[config.mk]
export PLATFORM = sky130hd
export DESIGN_NAME = fetch_unit_pipelined
export DESIGN_NICKNAME = d
export VERILOG_FILES = /design/src/rtl/fetch_unit_pipelined.sv
export SDC_FILE = /design/constraint.sdc
export NUM_CORES = 1
export LEC_CHECK = 0
export ABC_AREA = 1
export ABC_CLOCK_PERIOD_IN_PS = 4600
export BUFFER_PORTS_ARGS = -buffer_cell sky130_fd_sc_hd__clkbuf_2
export CORE_ASPECT_RATIO = 2
export CORE_MARGIN = 2
export CORE_UTILIZATION = 33
export DETAILED_ROUTE_END_ITERATION = 12
export PLACE_DENSITY_LB_ADDON = 0.1
export SLEW_MARGIN = 20
export SYNTH_ARGS = -nofsm -noshare
export SYNTH_HDL_FRONTEND = slang
export SYNTH_SLANG_ARGS = --single-unit
[constraint.sdc]
create_clock -name clk -period 4.6 [get_ports clk]
set_input_delay 0.46 -clock clk [delete_from_list [all_inputs] [get_ports clk]]
set_output_delay 0.46 -clock clk [all_outputs]
set_load 0.02 [all_outputs]
[src/rtl/fetch_unit_pipelined.sv]
// Instruction fetch stage: credit-limited imem requests, in-order
// instruction buffer and IF/ID register with stall/flush/redirect.
module fetch_unit_pipelined #(
  parameter int PC_W = 9,
  parameter int INSTR_W = 32,
  parameter int FIFO_DEPTH = 4,
  parameter int MAX_OUTSTANDING = 2,
  parameter logic [PC_W-1:0] RESET_PC = '0
) (
  input  logic               clk,
  input  logic               rst,
  input  logic               PCSrcE,
  input  logic [PC_W-1:0]    PCTargetE,
  input  logic               StallD,
  input  logic               FlushD,
  output logic               imem_req_valid,
  input  logic               imem_req_ready,
  output logic [PC_W-1:0]    imem_addr,
  input  logic               imem_resp_valid,
  input  logic [INSTR_W-1:0] imem_resp_data,
  output logic [INSTR_W-1:0] InstrD,
  output logic [PC_W-1:0]    PCD,
  output logic [PC_W-1:0]    PCPlus4D,
  output logic               ValidD
);

  localparam int FW = (FIFO_DEPTH > 1) ? $clog2(FIFO_DEPTH) : 1;
  localparam int CW = $clog2(FIFO_DEPTH + 1);
  localparam int QW =
    (MAX_OUTSTANDING > 1) ? $clog2(MAX_OUTSTANDING) : 1;
  localparam int OW = $clog2(MAX_OUTSTANDING + 1);
  localparam int SW = ((OW > CW) ? OW : CW) + 1;

  logic              started;
  logic [PC_W-1:0]   pcF;
  logic [OW-1:0]     outstanding;
  logic [OW-1:0]     drop;

  logic [PC_W-1:0]   pcq [MAX_OUTSTANDING];
  logic [QW-1:0]     qHead;
  logic [QW-1:0]     qTail;

  logic [INSTR_W-1:0] fData [FIFO_DEPTH];
  logic [PC_W-1:0]    fPc [FIFO_DEPTH];
  logic [FW-1:0]      fHead;
  logic [FW-1:0]      fTail;
  logic [CW-1:0]      fCnt;

  logic [SW-1:0] inUse;
  logic          issue;
  logic          respIn;
  logic          respDrop;
  logic          respKeep;
  logic          ifPop;

  function automatic logic [QW-1:0] qInc(
    input logic [QW-1:0] p
  );
    return (p == QW'(MAX_OUTSTANDING - 1)) ?
      '0 : p + QW'(1);
  endfunction

  // Credit covers both buffered and in-flight words
  assign inUse = SW'(outstanding) + SW'(fCnt);

  assign imem_req_valid = started && !PCSrcE &&
    (outstanding < OW'(MAX_OUTSTANDING)) &&
    (inUse < SW'(FIFO_DEPTH));
  assign imem_addr = pcF;

  assign issue    = imem_req_valid && imem_req_ready;
  assign respIn   = imem_resp_valid && started &&
    (outstanding != '0);
  assign respDrop = respIn && (drop != '0);
  assign respKeep = respIn && (drop == '0) && !PCSrcE;
  assign ifPop    = !PCSrcE && !FlushD && !StallD &&
    (fCnt != '0);

  always_ff @(posedge clk or negedge rst) begin
    if (!rst) begin
      started     <= 1'b0;
      pcF         <= RESET_PC;
      outstanding <= '0;
      drop        <= '0;
      qHead       <= '0;
      qTail       <= '0;
      fHead       <= '0;
      fTail       <= '0;
      fCnt        <= '0;
      ValidD      <= 1'b0;
      InstrD      <= '0;
      PCD         <= '0;
      PCPlus4D    <= '0;
    end else begin
      started     <= 1'b1;
      outstanding <= outstanding + OW'(issue) - OW'(respIn);
      if (PCSrcE) begin
        pcF    <= PCTargetE & ~PC_W'(3);
        drop   <= outstanding - OW'(respIn);
        qHead  <= '0;
        qTail  <= '0;
        fHead  <= '0;
        fTail  <= '0;
        fCnt   <= '0;
        ValidD <= 1'b0;
        InstrD <= '0;
      end else begin
        if (issue) begin
          pcF   <= pcF + PC_W'(4);
          qTail <= qInc(qTail);
        end
        if (respDrop) drop <= drop - OW'(1);
        if (respKeep) begin
          qHead <= qInc(qHead);
          fTail <= fTail + FW'(1);
        end
        if (ifPop) fHead <= fHead + FW'(1);
        fCnt <= fCnt + CW'(respKeep) - CW'(ifPop);
        if (FlushD) begin
          ValidD <= 1'b0;
          InstrD <= '0;
        end else if (!StallD) begin
          if (fCnt != '0) begin
            ValidD   <= 1'b1;
            InstrD   <= fData[fHead];
            PCD      <= fPc[fHead];
            PCPlus4D <= fPc[fHead] + PC_W'(4);
          end else begin
            ValidD <= 1'b0;
            InstrD <= '0;
          end
        end
      end
    end
  end

  always_ff @(posedge clk) begin
    if (issue) pcq[qTail] <= pcF;
    if (respKeep) begin
      fData[fTail] <= imem_resp_data;
      fPc[fTail]   <= pcq[qHead];
    end
  end

  a_noOverflow: assert property (
    @(posedge clk) disable iff (!rst)
    !(respKeep && fCnt == CW'(FIFO_DEPTH))
  );

endmodule

# Word level (Yosys, flattened, before mapping)
# Memories as Yosys holds them, arrays and structs flattened.
# Index checks and enable logic that the tools add are counted.
[op_classes]
add_sub_neg = 13
n_lt_le_gt_ge = 2
n_eq_ne = 1
n_mux = 27
n_bitwise = 3
n_reduce_logical = 24
[ops]
columns = ["operator", "n"]
rows = [
  ["32-bit 2-to-1 mux", 4],
  ["9-bit by 3-bit adder with 9-bit output, second input constant", 2],
  ["9-bit 2-to-1 mux", 2],
  ["1-bit 2-to-1 mux", 14],
  ["1-bit logical AND", 12],
  ["2-bit 2-to-1 mux", 6],
  ["2-bit nonzero test", 6],
  ["2-bit by 1-bit adder with 2-bit output, second input constant", 2],
  ["2-bit by 3-bit adder with 4-bit output", 1],
  ["4-bit by 3-bit < comparator with 1-bit output, second input constant", 1],
  ["4-bit AND reduction", 1],
  ["2-bit by 1-bit subtractor with 2-bit output", 2],
  ["3-bit by 1-bit adder with 3-bit output", 1],
  ["1-bit zero test", 3],
  ["3-bit 2-to-1 mux", 1],
  ["3-bit by 2-bit inequality test with 1-bit output, second input constant", 1],
  ["1-bit NOT", 3],
  ["3-bit nonzero test", 1],
  ["3-bit by 1-bit subtractor with 3-bit output", 1],
  ["1-bit adder, second input constant", 2],
  ["2-bit by 1-bit adder with 2-bit output", 1],
  ["2-bit zero test", 1],
  ["2-bit < comparator, second input constant", 1],
  ["2-bit by 1-bit subtractor with 2-bit output, second input constant", 1],
]
[totals]
register_bits = 74
mem_bits_rw = 182
inputBits = 48
out_inout_bits = 61
n_memories = 3
[memory_table]
columns = ["name", "depth", "width", "read_ports", "rd_clocked_by_memory_dff", "wr", "line", "source"]
rows = [
  ["fData", 4, 32, 1, 0, 1, "43", "logic [INSTR_W-1:0] fData [FIFO_DEPTH];"],
  ["fPc", 4, 9, 1, 0, 1, "44", "logic [PC_W-1:0] fPc [FIFO_DEPTH];"],
  ["pcq", 2, 9, 1, 0, 1, "39", "logic [PC_W-1:0] pcq [MAX_OUTSTANDING];"],
]

# Longest topological paths before layout
# Gate-level depths: netlist of the first run.
[depth]
depth_word = 7
ltp_mapped = 13
mapped_depth_nobuf = 11

# Worst setup path after synthesis of the first run
# Ideal clock, no wire load.
[synth_path]
path_type = "input-to-reg"
from = "in imem_resp_valid"
to = "mem fData[0][0] (enable)"
setup_ns = 0.435
arrival_ns = 2.639
required_time_ns = 4.165
path_slack_ns = 1.525
path_stages = 4
path_cell_list = "nand2_1 -> a21oi_1 -> nand3_2 -> nor2_1"
[synth_via]
elab_chain_cells = 6
[synth_rtl]
columns = ["element", "line", "source"]
rows = [
  ["start: declaration", "19", "input logic imem_resp_valid,"],
  ["1-bit logical AND (2 in series)", "72", "assign respIn = imem_resp_valid && started &&"],
  ["1-bit logical AND (2 in series)", "75", "assign respKeep = respIn && (drop == '0) && !PCSrcE;"],
  ["1-bit 2-to-1 mux", "139", "if (respKeep) begin"],
  ["1-bit 2-to-1 mux (implied by the code)", "140", "fData[fTail] <= imem_resp_data;"],
  ["end: declaration", "43", ""],
]
# Every way passes these cells.

# Worst setup path in the final report of the first run
[layout_path]
from = "reg outstanding[1]"
to = "mem fData[0][1] (enable)"
[layout_via]
elab_chain_cells = 6
[layout_rtl]
columns = ["element", "line", "source"]
rows = [
  ["start: declaration", "36", "logic [OW-1:0] outstanding;"],
  ["start signal: assignment", "96", "outstanding <= outstanding + OW'(issue) - OW'(respIn);"],
  ["2-bit nonzero test", "73", "(outstanding != '0);"],
  ["1-bit logical AND", "72", ""],
  ["1-bit logical AND (2 in series)", "75", ""],
  ["1-bit 2-to-1 mux", "139", ""],
  ["1-bit 2-to-1 mux (implied by the code)", "140", ""],
]
# Every way passes these cells.

==> results of run 1 <==
worst paths after layout:
check                          endpoint  slack [ns]  cells past startpoint
max                         fData[0][1]        1.95                      5
min                        imem_addr[7]        0.17                      3
max reg2reg                 fData[0][1]        1.95                      5
min reg2reg                      PCD[4]        0.49                      2
max in group asynchronous      fHead[0]        3.19                      3
min in group asynchronous   PCPlus4D[3]        0.40                      2
cells by family (layout without fill, tap and decap cells):
group	after synthesis	count (layout)
compound gates	122	122
other cells	2	8
flops	238	238
buf+inv	88	192
xor+xnor	7	7
simple gates	360	360
fa+ha+maj	14	14
registers in the layout, indices dropped and copies added (netlist names), 2 cells and up:
signal / count
fTail: 2
PCPlus4D: 7
PCD: 7
imem_addr: 7
fCnt: 3
outstanding: 2
pcq: 14
fData: 128
fHead: 2
InstrD: 32
fPc: 28
drop: 2
cells in the mapped netlist, types with 11 or more instances:
library cell	number
edfxtp_1	170
buf_2	11
nand2_1	194
o22ai_1	33
inv_1	34
ha_1	13
o21ai_0	77
dfrtp_1	68
nor2_1	87
nand3_1	67
clkbuf_1	22
buf_4	11
stage by stage:
stage	setup WS (ns)	power, mW	instance area, um^2
floorplan	1.53	2.95	9650
global placement	1.79	3.18	10400
detailed placement	1.77	3.19	10400
CTS	1.83	5.15	11200
global route	1.67	5.31	11200
finish	1.95	5.06	11200
worst register-to-register path, delay by kind of cell (launching register included):
family	cells	cell delay, ns
compound gates	1	0.36
simple gates	2	1.00
flops	1	0.41
buf+inv	2	0.55
area by class of cell:
type / count / area (um^2)
fill: 2821 / 17500
tap: 360 / 450
clock inverter: 14 / 160
clock buffer: 27 / 611
sequential: 238 / 6810
inverter: 39 / 148
antenna: 1 / 2.50
multi-input combinational: 510 / 2450
timing repair buffer: 112 / 596
metal layers:
layer	vias to the layer above	part of all wire, %	GRT usage, %
met3	30	3.7	2.13
met1	3034	36	16.3
li1	3030	-	-
met2	113	58	30.9
met5	-	0	0
met4	0	2.1	5.09
power by group:
group          total (mW)  switching, mW  internal (mW)
logic               0.596          0.401          0.195
clock network        1.94          0.819           1.12
registers            2.52         0.0845           2.44
==> reports/metrics.cfg, run 1 <==
[outcome]
outcome = finished clean

[timing]
tns_ns = 0
fin_crit_ns = 2.65
max_slew.worst_pin.slew_ns = 0.887
slew_violations = 0
setup_viol = 0
slew_headroom_pct = 40.8
hold_violations = 0
clock_skew_ns = 0.00982
period_share_pct = 57.7
holdWs_ns = 0.165
fmax_ghz = 0.377
rsz0062_at_grt = false

[floorplanning]
die_area_um2 = 30600
die_x_um = 125
std_cell_rows = 88
die_height_um = 246
io_pins = 109
initial_utilization_pct = 33.5
core_area_um2 = 28700

[worst_setup_path]
end_kind = flop
path_cells = inv_1, a21oi_1, nand3_2, nor2_4, buf_4
worstPathBufferInverterCount = 2
reg2reg_from = outstanding[1]
critPathRequiredTime_ns = 4.78
crit_type = reg -> reg
startpoint = outstanding[1]
critPathLaunchType = flop
crit_fanout = 20
slowest_stage = nor2_4
cp.arrival_ns = 2.83
cpPeakStageDelay_ns = 0.66
cp_top_family = simple AND/OR/NAND/NOR gates

[final_layout]
final_common_cell = nand2_1
area_growth_pct = 16.6
final_cell_mix = 194 x nand2_1, 170 x edfxtp_1, 99 x clkbuf_2
fin_util_pct = 39.1
fin_nets = 986
drive_above_1_share_pct = 17.4
final_cell_count_no_fill = 1301

[clock_tree]
clkSinkCount = 238
cts_buffer_depth = 3
cts_root_buf = clkbuf_16
path_clk_slew_ns = 0.07
cts_tree = yes
htreeDepth = 1
cts_resized = 0
ctsHoldBuffers = 1
cts-buffers-inserted = 23
clk_latency_ns = 0.51
post_cts_buffers = 0

[detailed_routing]
ant_nets = 0
routedWlPerCell_um = 17.9
drt_pass1_iterations = 6
post-route-drc-count = 0
wl_um = 23200
drt_iter0_drc = 395
routed_via_density = 4.77
vias = 6207

[yosys]
yosysSeqAreaShare_pct = 70.7
synthMuxAreaShare_pct = 0
synth-main-ff-cell = edfxtp_1
synth_xor_area_share_pct = 0.637
synth_fa_ha_area_share_pct = 1.90
yosysWarnings = 0
netlist_area_um2 = 9630
synth-edff-count = 170
synth_top_family_by_area = simple AND/OR/NAND/NOR gates
async_flop_share_pct = 28.6
synth_compound_area_share_pct = 6.99
synth_area_per_cell_um2 = 11.6
synth_cell_types = 33
yosys_register_bits = 238
synth_top_area_share_pct = 53.0
yosys.area_share.simple_pct = 15.4
syn_inst = 831
synth_area_leader_cell = edfxtp_1
ys_top_cells_by_area = edfxtp_1 53%, dfrtp_1 18%, nand2_1 7.6%

[pwr]
power_density_nw_per_um2 = 451
power.leakage_nw = 4.65
irDropWorstVdd_uv = 248

[global_routing]
grt_max_degree = 80
grt.total_usage_pct = 15.4
grt_overflow_total = 0
antenna_found_initial = 1
grt_pass1_wl_um = 36500
first_global_vias = 6471

[place]
place_congestion = 0.708
dp.cells = 1258
dp_hpwl_um = 14000
io_buffers = 100

[job]
maxCapViolCount = 0

[worst_hold_path]
hp-start = PCTargetE[7]
min_path_type = in -> reg

(Power assumes the default switching activity.)
==> run 2, diff against run 1 <==
--- a/config.mk
+++ b/config.mk
@@ -6,7 +6,7 @@
 export NUM_CORES = 1
 export LEC_CHECK = 0
 export ABC_AREA = 1
-export ABC_CLOCK_PERIOD_IN_PS = 4600
+export ABC_CLOCK_PERIOD_IN_PS = 2150
 export BUFFER_PORTS_ARGS = -buffer_cell sky130_fd_sc_hd__clkbuf_2
 export CORE_ASPECT_RATIO = 2
 export CORE_MARGIN = 2
==> constraint.sdc (replaced) <==
create_clock -name clk -period 2.15 [get_ports clk]
set_input_delay 0.215 -clock clk [delete_from_list [all_inputs] [get_ports clk]]
set_output_delay 0.215 -clock clk [all_outputs]
set_load 0.02 [all_outputs]
==> reports/metrics.cfg, run 2 (synthesis results as in run 1) <==
[timing]
slew_headroom_pct = 56.2
setup_viol = 0
fin_crit_ns = 2.02
clock_skew_ns = 0.0175
fmax_ghz = 0.494
tns_ns = 0
slew_violations = 0
period_share_pct = 94.2
rsz0062_at_grt = true
max_slew.worst_pin.slew_ns = 0.657
hold_violations = 0
holdWs_ns = 0.130

[place]
place_congestion = 0.743
io_buffers = 100
dp_hpwl_um = 15000

[final_layout]
register_area_um2 = 6810
top_register = fData
final_cell_mix = 194 x nand2_1, 170 x edfxtp_1, 99 x clkbuf_2
largest_registers = fData (128), InstrD (32), fPc (28)
drive_above_1_share_pct = 18.9
fin_util_pct = 41.4
multi_input_area_um2 = 2480
area_growth_pct = 23.6
fin_nets = 1048
final_common_cell = nand2_1
largest_reg_flops = 128
n_antenna_cell = 0
fillers = 2781

[worst_setup_path]
ff2ff_setup_slack_ns = 0.13
cp.arrival_ns = 2.43
slowest_stage = dfrtp_1
cp_top_family = adder cells
startpoint = outstanding[1]
rr_endpoint = outstanding[1]
crit_type = reg -> reg
cp_num_cells = 11
reg2reg_from = outstanding[1]
worstPathBufferInverterCount = 2
crit_path_end = outstanding[1]
critPathRequiredTime_ns = 2.55
reg2reg_depth = 11
crit_fanout = 3
crit_path_frequent_cell = ha_1
end_kind = flop
path_cells = buf_4, ha_1, nand3_1, nand2_1, nor2_2, nand2_2, ha_1, inv_1, ha_2, xnor2_2, xor2_1
critPathLaunchType = flop
cpPeakStageDelay_ns = 0.37

[clock_tree]
cts_buffer_depth = 3
cts_tree = yes
cts-buffers-inserted = 23
htreeDepth = 1
cts_root_buf = clkbuf_16
clk_latency_ns = 0.52
clkSinkCount = 238
path_clk_slew_ns = 0.06

[detailed_routing]
post-route-drc-count = 0
ant_nets = 0
drt_iter0_drc = 308
routed_via_density = 4.76
drt_pass1_iterations = 5
routedWlPerCell_um = 17.6
wl_um = 24000
vias = 6492

[global_routing]
grt_max_degree = 51
grt.total_usage_pct = 15.9
grt_overflow_total = 0
antenna_found_initial = 0
first_global_vias = 6826
grt_pass1_wl_um = 37600

[floorplanning]
die_x_um = 125
std_cell_rows = 88
initial_utilization_pct = 33.5
die_height_um = 246
die_area_um2 = 30600
core_area_um2 = 28700
io_pins = 109

[pwr]
irDropWorstVdd_uv = 502
power.leakage_nw = 4.96
power_density_nw_per_um2 = 930

[outcome]
outcome = finished clean

[worst_hold_path]
min_path_type = in -> reg

[job]
maxCapViolCount = 0

run 2: layout make-up:
| type | instances | area share (%) |
|---|---|---|
| timing repair buffer | 174 | 10.4 |
| clock buffer | 30 | 5.22 |
| inverter | 39 | 1.23 |
| clock inverter | 12 | 1.32 |
| sequential | 238 | 57.2 |
| tap | 360 | 3.78 |
| multi-input combinational | 510 | 20.9 |
run 2: worst min path at each step:
stage | cells past startpoint | slack [ns] | from | to
floorplan | 0 | -0.08 | rst | InstrD[0]
global placement | 1 | 0.17 | rst | started
detailed placement | 1 | 0.17 | rst | started
CTS | 3 | 0.11 | PCSrcE | fCnt[0]
global route | 3 | 0.15 | PCSrcE | fCnt[1]
finish | 3 | 0.13 | PCSrcE | fCnt[0]
run 2: power breakdown:
part	total (mW)	internal, mW	switching [mW]
Clock	4.21	2.52	1.69
Sequential	5.39	5.22	0.172
Combinational	1.46	0.536	0.927
run 2: what timing repair did:
action | CTS | global route
buffers inserted | 0 | 2
endpoints found under the setup margin | 0 | 2
gates resized for setup | 0 | 6
endpoints found under the hold margin | 177 | 0
hold buffers | 40 | 0
run 2: worst reg2reg max path, cell delays in order, from the launching register on:
cell     delay, ns
dfrtp_1       0.37
buf_4         0.14
ha_1          0.28
nand3_1       0.07
nand2_1       0.06
nor2_2        0.14
nand2_2       0.09
ha_1          0.28
inv_1         0.04
ha_2          0.17
xnor2_2       0.13
xor2_1        0.14
run 2: metrics by stage:
| step | cell area, um^2 | total power [mW] | setup slack [ns] | cells |
|---|---|---|---|---|
| floorplan | 9660 | 6.32 | -0.273 | 836 |
| detailed placement | 10700 | 6.88 | 0.0925 | 1279 |
| CTS | 11900 | 11.2 | 0.0782 | 1361 |
| global route | 11900 | 11.6 | -0.0138 | 1363 |
| global placement | 10700 | 6.87 | 0.117 | 1279 |
| finish | 11900 | 11.1 | 0.125 | 1363 |
run 2: routing by layer:
layer	GRT usage, %	vias to the layer above	wire, um
met5	0	-	0
met4	4.92	0	503
met3	1.68	29	596
met2	32.7	105	14200
met1	16.3	3203	8730
li1	-	3155	-
==> run 3, diff against run 2 <==
--- a/config.mk
+++ b/config.mk
@@ -12,6 +12,7 @@
 export CORE_MARGIN = 2
 export CORE_UTILIZATION = 33
 export DETAILED_ROUTE_END_ITERATION = 12
+export MAX_ROUTING_LAYER = met4
 export PLACE_DENSITY_LB_ADDON = 0.1
 export SLEW_MARGIN = 20
 export SYNTH_ARGS = -nofsm -noshare
==> reports/metrics.cfg, run 3 (synthesis results as in run 1) <==
[pwr]
seq_power_share_pct = 48.7
irDropWorstVdd_uv = 504
power_density_nw_per_um2 = 929
power_frac_comb_pct = 13.2
power_switching_mw = 2.79
p_int_mw = 8.27
power.leakage_nw = 4.96
finalPower_mw = 11.1
swShare_pct = 25.2
pwr-share-clk_pct = 38.0

[final_layout]
area_growth_pct = 23.6
final_common_cell = nand2_1
fin_util_pct = 41.4
final_cell_mix = 194 x nand2_1, 170 x edfxtp_1, 99 x clkbuf_2
fin_nets = 1048
top_register = fData
drive_above_1_share_pct = 18.9
n_antenna_cell = 0
largest_registers = fData (128), InstrD (32), fPc (28)
largest_reg_flops = 128

[place]
io_buffers = 100
dp_hpwl_um = 15000
place_congestion = 0.752
dp_slack_ns = 0.0925

[worst_setup_path]
crit_path_frequent_cell = ha_1
startpoint = outstanding[1]
reg2reg_from = outstanding[1]
path_cells = buf_4, ha_1, nand3_1, nand2_1, nor2_2, nand2_2, ha_1, inv_1, ha_2, xnor2_2, xor2_1
critPathLaunchType = flop
critPathRequiredTime_ns = 2.55
ff2ff_setup_slack_ns = 0.13
rr_endpoint = outstanding[1]
slowest_stage = dfrtp_1
cp.arrival_ns = 2.43
crit_fanout = 3
end_kind = flop
reg2reg_depth = 11
crit_type = reg -> reg
cpPeakStageDelay_ns = 0.37

[worst_hold_path]
hold_end = fCnt[0]
hold_depth = 3
min_path_type = in -> reg
hp-start = PCSrcE

[detailed_routing]
wl_um = 24000
routedWlPerCell_um = 17.6
routed_via_density = 4.76
drt_iter0_drc = 293
post-route-drc-count = 0
vias = 6487
ant_nets = 0
drt_pass1_iterations = 4

[timing]
max_slew.worst_pin.slew_ns = 0.656
fmax_ghz = 0.494
fin_crit_ns = 2.02
period_share_pct = 94.2
setup_slack_ns = 0.125
rsz0062_at_grt = true
hold_violations = 0
clock_skew_ns = 0.0171
slew_violations = 0
setup_viol = 0
slew_headroom_pct = 56.3

[clock_tree]
cts_tree = yes
htreeDepth = 1
cts_root_buf = clkbuf_16
clkSinkCount = 238
cts-buffers-inserted = 23
clk_latency_ns = 0.52
path_clk_slew_ns = 0.06
cts_buffer_depth = 3

[outcome]
outcome = finished clean

[global_routing]
first_global_vias = 6842
grt_max_degree = 51
grt.total_usage_pct = 16.3
antenna_found_initial = 0
grt_overflow_total = 0
grt_pass1_wl_um = 37600

[floorplanning]
std_cell_rows = 88
die_height_um = 246
core_area_um2 = 28700
die_x_um = 125
io_pins = 109
initial_utilization_pct = 33.5
die_area_um2 = 30600

[job]
maxCapViolCount = 0

[run 3: cell counts in the layout (fill, tap and decap cells not counted)]
Identical to the previous run, type by type.
[run 3: power groups by stage]
| stage | logic (mW) | clock network [mW] | registers [mW] |
|---|---|---|---|
| final | 1.46 | 4.21 | 5.39 |
| after global routing | 1.66 | 4.48 | 5.42 |
| after CTS | 1.46 | 4.34 | 5.40 |
| after detailed placement | 1.39 | 0 | 5.49 |
| after global placement | 1.38 | 0 | 5.49 |
| after floorplan | 0.691 | 0 | 5.63 |
[run 3: area by class of cell]
cell class / instances / area (um^2)
fillers: 2781 / 16800
flip-flops and latches: 238 / 6810
multi-input cells: 510 / 2480
repair buffers: 174 / 1230
clock buffers: 30 / 622
well taps: 360 / 450
clock inverters: 12 / 158
inverters: 39 / 146
[run 3: critical path: cells and delay by family (launching register included)]
family | cells | cell delay, ns
xor gates and xnor gates | 2 | 0.27
and+or+nand+nor | 4 | 0.36
buffers and inverters | 2 | 0.18
adders and majority gates | 3 | 0.73
DFF | 1 | 0.37
[run 3: stage by stage]
step                TNS, ns  cells  hold slack [ns]  instance area (um^2)
detailed placement        0   1279            0.171                 10700
floorplan            -42.68    836          -0.0806                  9660
global placement          0   1279            0.173                 10700
finish                    0   1363            0.129                 11900
CTS                       0   1361            0.113                 11900
global route        -0.0138   1363            0.155                 11900
[run 3: repair_timing]
action / CTS / global route
hold endpoints to repair: 177 / 0
setup buffers: 0 / 2
hold buffers: 40 / 0
setup endpoints to repair: 0 / 2
gates resized for setup: 0 / 6
[run 3: how the worst max path moves through the flow]
stage                           endpoint  cells past startpoint
after global routing      outstanding[1]                     11
after detailed placement         fCnt[2]                     10
after floorplan              fData[0][0]                      4
after global placement           fCnt[2]                     11
after CTS                        fCnt[2]                     10
final                     outstanding[1]                     11
[run 3: metal layers]
layer | GRT usage (%) | part of all wire [%] | vias to the layer above
met5 | - | 0 | -
met4 | 4.92 | 2.1 | 0
met3 | 1.65 | 2.4 | 30
met2 | 32.7 | 59 | 94
met1 | 16.3 | 36 | 3210
li1 | - | - | 3153
